--- src/rtl/cic_decim_mc.sv ---
// rtl/cic_decim_mc.sv - multi-channel CIC decimator with normalisation, gain and saturation
// Channels share the decimation counter and the output strobe pipeline.
module cic_decim_mc #(
  parameter int BW            = 16,
  parameter int N             = 4,
  parameter int LOG2_MAX_RATE = 7,
  parameter int NCH           = 2
) (
  input  logic              clock,
  input  logic              reset,
  input  logic              enable,
  input  logic [7:0]        rate,
  input  logic [2:0]        gain_bits,
  input  logic              strobe_in,
  input  logic [NCH*BW-1:0] signal_in,
  output logic              strobe_out,
  output logic [NCH*BW-1:0] signal_out,
  output logic [NCH-1:0]    clip
);

  localparam int W  = BW + N*LOG2_MAX_RATE;
  localparam int CW = BW + 7;

  function automatic logic [5:0] shift_of(input logic [7:0] r);
    int l;
    l = 0;
    for (int i = 0; i < 8; i++) begin
      if ((9'd1 << i) < {1'b0, r}) l = i + 1;
    end
    return 6'(N * l);
  endfunction

  logic       en_d;
  logic [7:0] rate_q;
  logic [5:0] shift_q;
  logic [7:0] cnt;
  logic [7:0] rate_eff;
  logic [7:0] rate_use;
  logic [5:0] shift_use;
  logic       dec_stb;
  logic       p0, v1, v2;
  logic [5:0] sh0;

  // In the first enabled cycle rate_q is not loaded yet, so use the live rate.
  assign rate_eff  = (rate == 8'd0) ? 8'd1 : rate;
  assign rate_use  = en_d ? rate_q : rate_eff;
  assign shift_use = en_d ? shift_q : shift_of(rate_eff);
  assign dec_stb   = enable & strobe_in & (cnt == rate_use - 8'd1);

  always_ff @(posedge clock or negedge reset) begin
    if (!reset) begin
      en_d    <= 1'b0;
      rate_q  <= 8'd1;
      shift_q <= '0;
      cnt     <= '0;
    end else begin
      en_d <= enable;
      if (!enable) begin
        cnt <= '0;
      end else if (strobe_in) begin
        cnt <= dec_stb ? 8'd0 : cnt + 8'd1;
      end
      if (enable && (!en_d || dec_stb)) begin
        rate_q  <= rate_eff;
        shift_q <= shift_of(rate_eff);
      end
    end
  end

  // The shift of the period that just closed travels with its sample.
  always_ff @(posedge clock or negedge reset) begin
    if (!reset) begin
      p0         <= 1'b0;
      v1         <= 1'b0;
      v2         <= 1'b0;
      strobe_out <= 1'b0;
      sh0        <= '0;
    end else if (!enable) begin
      p0         <= 1'b0;
      v1         <= 1'b0;
      v2         <= 1'b0;
      strobe_out <= 1'b0;
      sh0        <= '0;
    end else begin
      p0         <= dec_stb;
      v1         <= p0;
      v2         <= v1;
      strobe_out <= v2;
      if (dec_stb) sh0 <= shift_use;
    end
  end

  for (genvar c = 0; c < NCH; c++) begin : g_ch
    logic signed [W-1:0]  x;
    logic signed [W-1:0]  integ [N];
    logic signed [W-1:0]  samp;
    logic signed [W-1:0]  comb [N];
    logic signed [W-1:0]  dly [N];
    logic signed [W+6:0]  ext;
    logic signed [CW-1:0] c1;
    logic signed [CW-1:0] c1_next;
    logic signed [CW-1:0] sc;
    logic                 fits;
    logic [BW-1:0]        c2;
    logic [BW-1:0]        c2_next;
    logic [BW-1:0]        sout;
    logic                 clip_r;

    assign x = {{(W-BW){signal_in[c*BW+BW-1]}}, signal_in[c*BW +: BW]};

    // Seven fraction bits are kept below the normalised value so gain_bits can recover them.
    always_comb begin
      ext     = {comb[N-1], 7'b0};
      c1_next = CW'(ext >>> sh0);
      sc      = c1 >>> (3'd7 - gain_bits);
      fits    = (sc[CW-1:BW-1] == {(CW-BW+1){sc[BW-1]}});
      c2_next = sc[BW-1:0];
      if (!fits) c2_next = sc[CW-1] ? {1'b1, {(BW-1){1'b0}}} : {1'b0, {(BW-1){1'b1}}};
    end

    always_ff @(posedge clock or negedge reset) begin
      if (!reset) begin
        for (int k = 0; k < N; k++) begin
          integ[k] <= '0;
          comb[k]  <= '0;
          dly[k]   <= '0;
        end
        samp   <= '0;
        c1     <= '0;
        c2     <= '0;
        sout   <= '0;
        clip_r <= 1'b0;
      end else if (!enable) begin
        for (int k = 0; k < N; k++) begin
          integ[k] <= '0;
          comb[k]  <= '0;
          dly[k]   <= '0;
        end
        samp   <= '0;
        c1     <= '0;
        c2     <= '0;
        sout   <= '0;
        clip_r <= 1'b0;
      end else begin
        if (strobe_in) begin
          integ[0] <= integ[0] + x;
          for (int k = 1; k < N; k++) integ[k] <= integ[k] + integ[k-1];
        end
        if (dec_stb) begin
          samp    <= integ[N-1];
          comb[0] <= samp - dly[0];
          dly[0]  <= samp;
          for (int k = 1; k < N; k++) begin
            comb[k] <= comb[k-1] - dly[k];
            dly[k]  <= comb[k-1];
          end
        end
        if (p0) c1 <= c1_next;
        if (v1) begin
          c2 <= c2_next;
          if (!fits) clip_r <= 1'b1;
        end
        if (v2) sout <= c2;
      end
    end

    assign signal_out[c*BW +: BW] = sout;
    assign clip[c]                = clip_r;
  end

endmodule

--- config.mk ---
export PLATFORM = sky130hd
export DESIGN_NAME = cic_decim_mc
export DESIGN_NICKNAME = d
export VERILOG_FILES = /design/src/rtl/cic_decim_mc.sv
export SDC_FILE = /design/constraint.sdc
export NUM_CORES = 2
export LEC_CHECK = 0
export ABC_AREA = 0
export BUFFER_PORTS_ARGS = -buffer_cell sky130_fd_sc_hd__buf_4
export CORE_UTILIZATION = 30
export DETAILED_ROUTE_END_ITERATION = 16
export PLACE_DENSITY = 0.41
export SLEW_MARGIN = 20
export SYNTH_ARGS = -nofsm -noshare
export SYNTH_HDL_FRONTEND = slang
export SYNTH_SLANG_ARGS = --single-unit
--- constraint.sdc ---
create_clock -name clock -period 3.2 [get_ports clock]
set_input_delay 0.64 -clock clock [delete_from_list [all_inputs] [get_ports clock]]
set_output_delay 0.64 -clock clock [all_outputs]
set_load 0.03 [all_outputs]
# Word-level counts from Yosys, hierarchy flattened
# Cells that the tools add are included.
# op_classes
div	0
muxes	58
addsub	19
shifts	4
eq_ne	10
n_bitwise	2
n_lt_le_gt_ge	8
n_mul	0
reduce_logical	6
# op_table
op	n
176-bit 2-to-1 mux	12
44-bit subtractor	8
44-bit adder	6
16-bit 2-to-1 mux	12
44-bit 2-to-1 mux	4
51-bit by 6-bit >>> shifter with 23-bit output	2
23-bit 2-to-1 mux	4
44-bit by 16-bit adder with 44-bit output	2
23-bit by 3-bit >>> shifter with 23-bit output	2
8-bit 2-to-1 mux	5
6-bit 2-to-1 mux	3
7-bit == test	2
1-bit 2-to-1 mux	11
2-bit by 1-bit inequality test with 1-bit output, second input constant	5
3-bit 2-to-1 mux	3
8-bit by 1-bit adder with 8-bit output, second input constant	1
8-bit == test	1
8-bit zero test	1
1-bit by 8-bit < comparator with 1-bit output, first input constant	1
2-bit by 8-bit < comparator with 1-bit output, first input constant	1
3-bit by 8-bit < comparator with 1-bit output, first input constant	1
4-bit by 8-bit < comparator with 1-bit output, first input constant	1
5-bit by 8-bit < comparator with 1-bit output, first input constant	1
6-bit by 8-bit < comparator with 1-bit output, first input constant	1
other kinds (12)	17
# word_totals
word_cells	150
register_bits	1287
n_memories	0
latchBits	0
romBits	0
out_inout_bits	35
mem_bits_rw	0

# Logic depth before layout (Yosys ltp)
# logic_depth
ltp_word	14
mapped_depth	16
ltp_nobuf	16

# Least setup slack after synthesis
# No wires, ideal clock.
# synth_timing
path_kind	input -> register
start	in signal_in[16]
end	reg g_ch[1].integ[174] (netlist bit)
arrival_time_ps	3382
required_ps	3071
stages	14
setup_time_ps	129
path_slack_ps	-311
path_cell_list	ha_1 fa_1 a211oi_1 o211ai_1 a211oi_1 o21ai_1 o21a_1 o211ai_1 nand3_1 a31o_2 a21o_1 a21oi_1 xor2_1 o21ai_1
# synth_via
elab_chain_len	3
# synth_rtl
item	line	text
start: declaration	15	input logic [NCH*BW-1:0] signal_in,
44-bit by 16-bit adder with 44-bit output	146	integ[0] <= integ[0] + x;
176-bit 2-to-1 mux	145	if (strobe_in) begin
176-bit 2-to-1 mux	133	end else if (!enable) begin
end: declaration	95	logic signed [W-1:0] integ [N];
# Every way passes these cells. The select of a mux whose other input is x is not followed.
# A chain may end at the register's enable or synchronous reset.

# Final worst setup path
# layout_timing
start	reg g_ch[1].integ[132] (netlist bit)
end	reg g_ch[1].integ[162] (netlist bit)
# layout_via
elab_chain_len	3
# layout_rtl
item	line
44-bit by 16-bit adder with 44-bit output	146
176-bit 2-to-1 mux	145
176-bit 2-to-1 mux	133
# Every way passes these cells. The select of a mux whose other input is x is not followed.

==> qor.json <==
{
  "status": {"value": "finished with violations"},
  "violations": {"value": "negative setup slack"},
  "period_share": {"value": 107.3, "unit": "%"},
  "grt-ovfl-total": {"value": 0},
  "irDropWorstVdd": {"value": 0.4158, "unit": "mV"},
  "cts_tree": {"value": "done"},
  "leakage": {"value": 53.65, "unit": "nW"},
  "dr.pass1.iters": {"value": 5},
  "postSynth.asyncResetShare": {"value": 100.0, "unit": "%"},
  "pwr-share-seq": {"value": 39.0, "unit": "%"},
  "number_of_global_route_vias_before_repair": {"value": 75450},
  "max-cap-violations": {"value": 0},
  "reg2reg_slack": {"value": -0.23, "unit": "ns"},
  "cts.clk_slew.worst_paths": {"value": 0.06, "unit": "ns"},
  "floorplan.rows": {"value": 198},
  "postRouteAntennaNets": {"value": 0},
  "place_congestion": {"value": 0.8437},
  "fill_cells": {"value": 29710},
  "critical_path_required": {"value": 3.86, "unit": "ns"},
  "wl_per_cell": {"value": 16.43, "unit": "microns"},
  "net-switching-power": {"value": 12.55, "unit": "mW"},
  "critPathKind": {"value": "flop to flop"},
  "flow.area_growth_from_synthesis": {"value": 27.59, "unit": "%"},
  "timing.slew.headroom": {"value": 30.43, "unit": "%"},
  "switching_share": {"value": 28.11, "unit": "%"},
  "initialDrtViolationCount": {"value": 3668},
  "holdCritPathClass": {"value": "input port to flop"},
  "antenna_found_initial": {"value": 4},
  "synth_sequential_area_ratio": {"value": 36.42, "unit": "%"},
  "detailed_place_hpwl": {"value": 184200, "unit": "microns"},
  "hold_path_depth": {"value": 4},
  "clock_tree.root_cell": {"value": "sky130_fd_sc_hd__clkbuf_16"},
  "hold_viol_final": {"value": 0},
  "power_frac_comb": {"value": 17.8, "unit": "%"},
  "rr_startpoint": {"value": "g_ch[1].integ[132]$_DFFE_PN0P_"},
  "detailed_place.area": {"value": 102300, "unit": "sq um"},
  "nets": {"value": 12020},
  "via_per_inst": {"value": 4.938},
  "die-width": {"value": 544.5, "unit": "microns"},
  "start_util": {"value": 30.26, "unit": "%"},
  "final-instance-count-excl-fill": {"value": 15300},
  "synth_warnings": {"value": 0},
  "cellPowerDensity": {"value": 396.4, "unit": "nW/um^2"},
  "yosys.area.top_type": {"value": "sky130_fd_sc_hd__dfrtp_1"},
  "number_of_flops_mapped_to_enable_cells_by_yosys": {"value": 0},
  "avgSynthCellArea": {"value": 8.702, "unit": "sq um"},
  "layout-drive-gt1-share": {"value": 21.44, "unit": "%"},
  "holdCritStartpoint": {"value": "signal_in[16]"},
  "area_of_the_mapped_netlist": {"value": 88300, "unit": "sq um"},
  "worst-slew-pin-transition": {"value": 1.044, "unit": "ns"},
  "grt_first_pass_wirelength": {"value": 410400, "unit": "microns"},
  "clk_latency": {"value": 0.85, "unit": "ns"},
  "period_needed": {"value": 3.433, "unit": "ns"},
  "reg2reg_path_depth": {"value": 15},
  "clk_path_buf_depth": {"value": 4},
  "die_area": {"value": 296500, "unit": "sq um"},
  "skew": {"value": 0.05132, "unit": "ns"},
  "most-common-layout-cells": {"value": "1342 x sky130_fd_sc_hd__buf_4, 1261 x sky130_fd_sc_hd__dfrtp_1, 1081 x sky130_fd_sc_hd__nand2_1"},
  "vias": {"value": 75560},
  "gr_util_all_layers": {"value": 16.70, "unit": "%"},
  "worstPathArrival": {"value": 4.09, "unit": "ns"},
  "flops_latches_synth": {"value": 1285},
  "setup_viol_count_final": {"value": 36},
  "synth-main-ff-cell": {"value": "sky130_fd_sc_hd__dfrtp_1"},
  "internal_power": {"value": 32.10, "unit": "mW"},
  "wirelength": {"value": 251400, "unit": "microns"},
  "holdWs": {"value": 0.1993, "unit": "ns"},
  "final_common_cell": {"value": "sky130_fd_sc_hd__buf_4"},
  "final_instance_area": {"value": 112700, "unit": "sq um"},
  "worst_setup_path_start_kind": {"value": "flop"},
  "clock-sinks": {"value": 1285},
  "die_height": {"value": 544.5, "unit": "microns"},
  "cts_htree_levels": {"value": 4},
  "synth.lib_cells_used.distinct": {"value": 103},
  "rr_endpoint": {"value": "g_ch[1].integ[162]$_DFFE_PN0P_"},
  "final_critical_path_setup_slack": {"value": -0.2331, "unit": "ns"},
  "cts_inserted_buffers": {"value": 174},
  "synthDominantCellAreaShare": {"value": 36.39, "unit": "%"},
  "synthesized_nets": {"value": 10900},
  "drv_slew": {"value": 0},
  "synthesis.instances": {"value": 10150},
  "clkPwrFrac": {"value": 43.3, "unit": "%"},
  "design.portCount": {"value": 82},
  "endpoint_kind": {"value": "flop"},
  "i_o_buffers": {"value": 81},
  "synth_top_cells_by_area": {"value": "sky130_fd_sc_hd__dfrtp_1 36%, sky130_fd_sc_hd__ha_1 9.8%, sky130_fd_sc_hd__nand2_1 4.6%"},
  "numPlacedInstances": {"value": 14840},
  "timing.hold.worst_endpoint": {"value": "g_ch[1].integ[132]$_DFFE_PN0P_"},
  "worst-path-max-fanout": {"value": 3},
  "core-area": {"value": 291800, "unit": "sq um"},
  "detail_route.drc_violations": {"value": 0},
  "clock.fmax": {"value": 0.2913, "unit": "GHz"},
  "grt_setup_unrepaired": {"value": "yes"},
  "maximum_number_of_pins_on_one_net_before_global_route_repair": {"value": 144}
}
power by group through the flow:
stage                     sequential (mW)  combinational [mW]  clock (mW)
after floorplan                      17.4                4.74           0
after global placement               17.7                7.36           0
after detailed placement             17.7                7.45           0
after CTS                            17.4                7.70        20.1
after global routing                 17.5                8.84        20.7
final                                17.4                7.93        19.3
worst max-delay path: stages (launching register included):
cell                       delay (ns)
sky130_fd_sc_hd__dfrtp_2         0.41
sky130_fd_sc_hd__buf_6           0.12
sky130_fd_sc_hd__ha_4            0.15
sky130_fd_sc_hd__fa_2            0.38
sky130_fd_sc_hd__a211oi_2        0.26
sky130_fd_sc_hd__o211ai_1        0.15
sky130_fd_sc_hd__a211oi_2        0.32
sky130_fd_sc_hd__o21ai_2         0.12
sky130_fd_sc_hd__o21a_2          0.26
sky130_fd_sc_hd__or3_1           0.37
sky130_fd_sc_hd__and2_4          0.15
sky130_fd_sc_hd__o21a_1          0.17
sky130_fd_sc_hd__nor2_2          0.16
sky130_fd_sc_hd__xnor2_2         0.07
sky130_fd_sc_hd__mux2i_1         0.13
sky130_fd_sc_hd__nor2_1          0.05
layout make-up:
cell class                 count  area, sq um  share of cell area [%]
antenna                        2        5.005                0.004442
multi-input combinational   7817        55850                   49.57
clock inverter                52        594.3                  0.5275
clock buffer                 252         4999                   4.437
inverter                     524         1977                   1.755
timing repair buffer        1469        12170                   10.80
tap                         3900         4880                   4.331
sequential                  1285        32190                   28.57
cell usage after synthesis, types with 79 or more instances:
cell type,number
sky130_fd_sc_hd__o211ai_1,90
sky130_fd_sc_hd__nor2b_1,92
sky130_fd_sc_hd__nor2_1,683
sky130_fd_sc_hd__xor2_1,290
sky130_fd_sc_hd__a211oi_1,110
sky130_fd_sc_hd__mux2i_1,324
sky130_fd_sc_hd__o21bai_1,79
sky130_fd_sc_hd__nand4_1,79
sky130_fd_sc_hd__xnor2_1,318
sky130_fd_sc_hd__nand2b_1,147
sky130_fd_sc_hd__o21ai_0,615
sky130_fd_sc_hd__a21o_1,447
sky130_fd_sc_hd__inv_1,519
sky130_fd_sc_hd__a21oi_1,752
sky130_fd_sc_hd__nand2_1,1091
sky130_fd_sc_hd__a31oi_1,88
sky130_fd_sc_hd__nand3_1,573
sky130_fd_sc_hd__clkbuf_1,388
sky130_fd_sc_hd__o21ai_1,142
sky130_fd_sc_hd__ha_1,690
sky130_fd_sc_hd__nor3_1,97
sky130_fd_sc_hd__o31ai_1,388
sky130_fd_sc_hd__dfrtp_1,1284
worst max path at each step:
stage,slack (ns),cells after the start,end,start
finish,-0.23,15,g_ch[1].integ[162]$_DFFE_PN0P_,g_ch[1].integ[132]$_DFFE_PN0P_
global route,-0.43,15,g_ch[1].integ[174]$_DFFE_PN0P_,g_ch[1].integ[132]$_DFFE_PN0P_
CTS,-0.27,17,g_ch[0].comb[130]$_DFFE_PN0P_,g_ch[0].comb[132]$_DFFE_PN0P_
detailed placement,-0.53,15,g_ch[1].integ[174]$_DFFE_PN0P_,signal_in[16]
global placement,-0.62,15,g_ch[1].integ[162]$_DFFE_PN0P_,signal_in[16]
floorplan,-0.07,14,g_ch[1].integ[174]$_DFFE_PN0P_,signal_in[16]
logic make-up after synthesis:
group	Yosys count	share of synthesized area, %
AO/OA/AOI/OAI	3086	22.42
XOR/XNOR	608	6.031
adder cells (fa/ha/maj)	706	10.14
buffers and inverters	1045	4.527
flip-flops	1285	36.42
multiplexers	394	4.884
AND/OR/NAND/NOR	3023	15.58
registers in the layout, summed over array words and instances, names as in the netlist:
signal,cells
cnt,8
en_d,1
g_ch.c1,46
g_ch.c2,32
g_ch.clip_r,2
g_ch.comb,352
g_ch.dly,352
g_ch.integ,352
g_ch.samp,88
g_ch.sout,32
p0,1
rate_q,8
sh0,4
shift_q,4
strobe_out,1
v1,1
v2,1
layer usage:
layer	wire length (microns)	track usage [%]	vias to the layer above	part of all wire [%]
li1	-	-	38760	-
met5	0	0	-	0
met1	124600	23.32	35720	50
met3	6060	1.646	334	2.4
met4	5847	4.198	0	2.3
met2	114800	27.50	755	46
per-stage QoR:
| stage | setup TNS (ns) | power, mW | setup WS, ns | utilization, % |
|---|---|---|---|---|
| 2_1_floorplan | -0.3416 | 22.15 | -0.07465 | - |
| 3_5_place_dp | -236.65 | 25.13 | -0.5286 | 35.05 |
| 3_3_place_gp | -165.99 | 25.02 | -0.6243 | 35.05 |
| 6_report | -2.959 | 44.65 | -0.2331 | 38.60 |
| 5_1_grt | -14.00 | 47.04 | -0.4258 | 38.60 |
| 4_1_cts | -4.704 | 45.20 | -0.2728 | 37.82 |
timing repair:
item / CTS / global route
buffers inserted: 105 / 77
resized for setup: 351 / 389
hold buffers: 1 / 0
setup endpoints to repair: 206 / 756
hold endpoints to repair: 230 / 0
pin swaps: 314 / 403
Power figures use the tool's default switching activity.
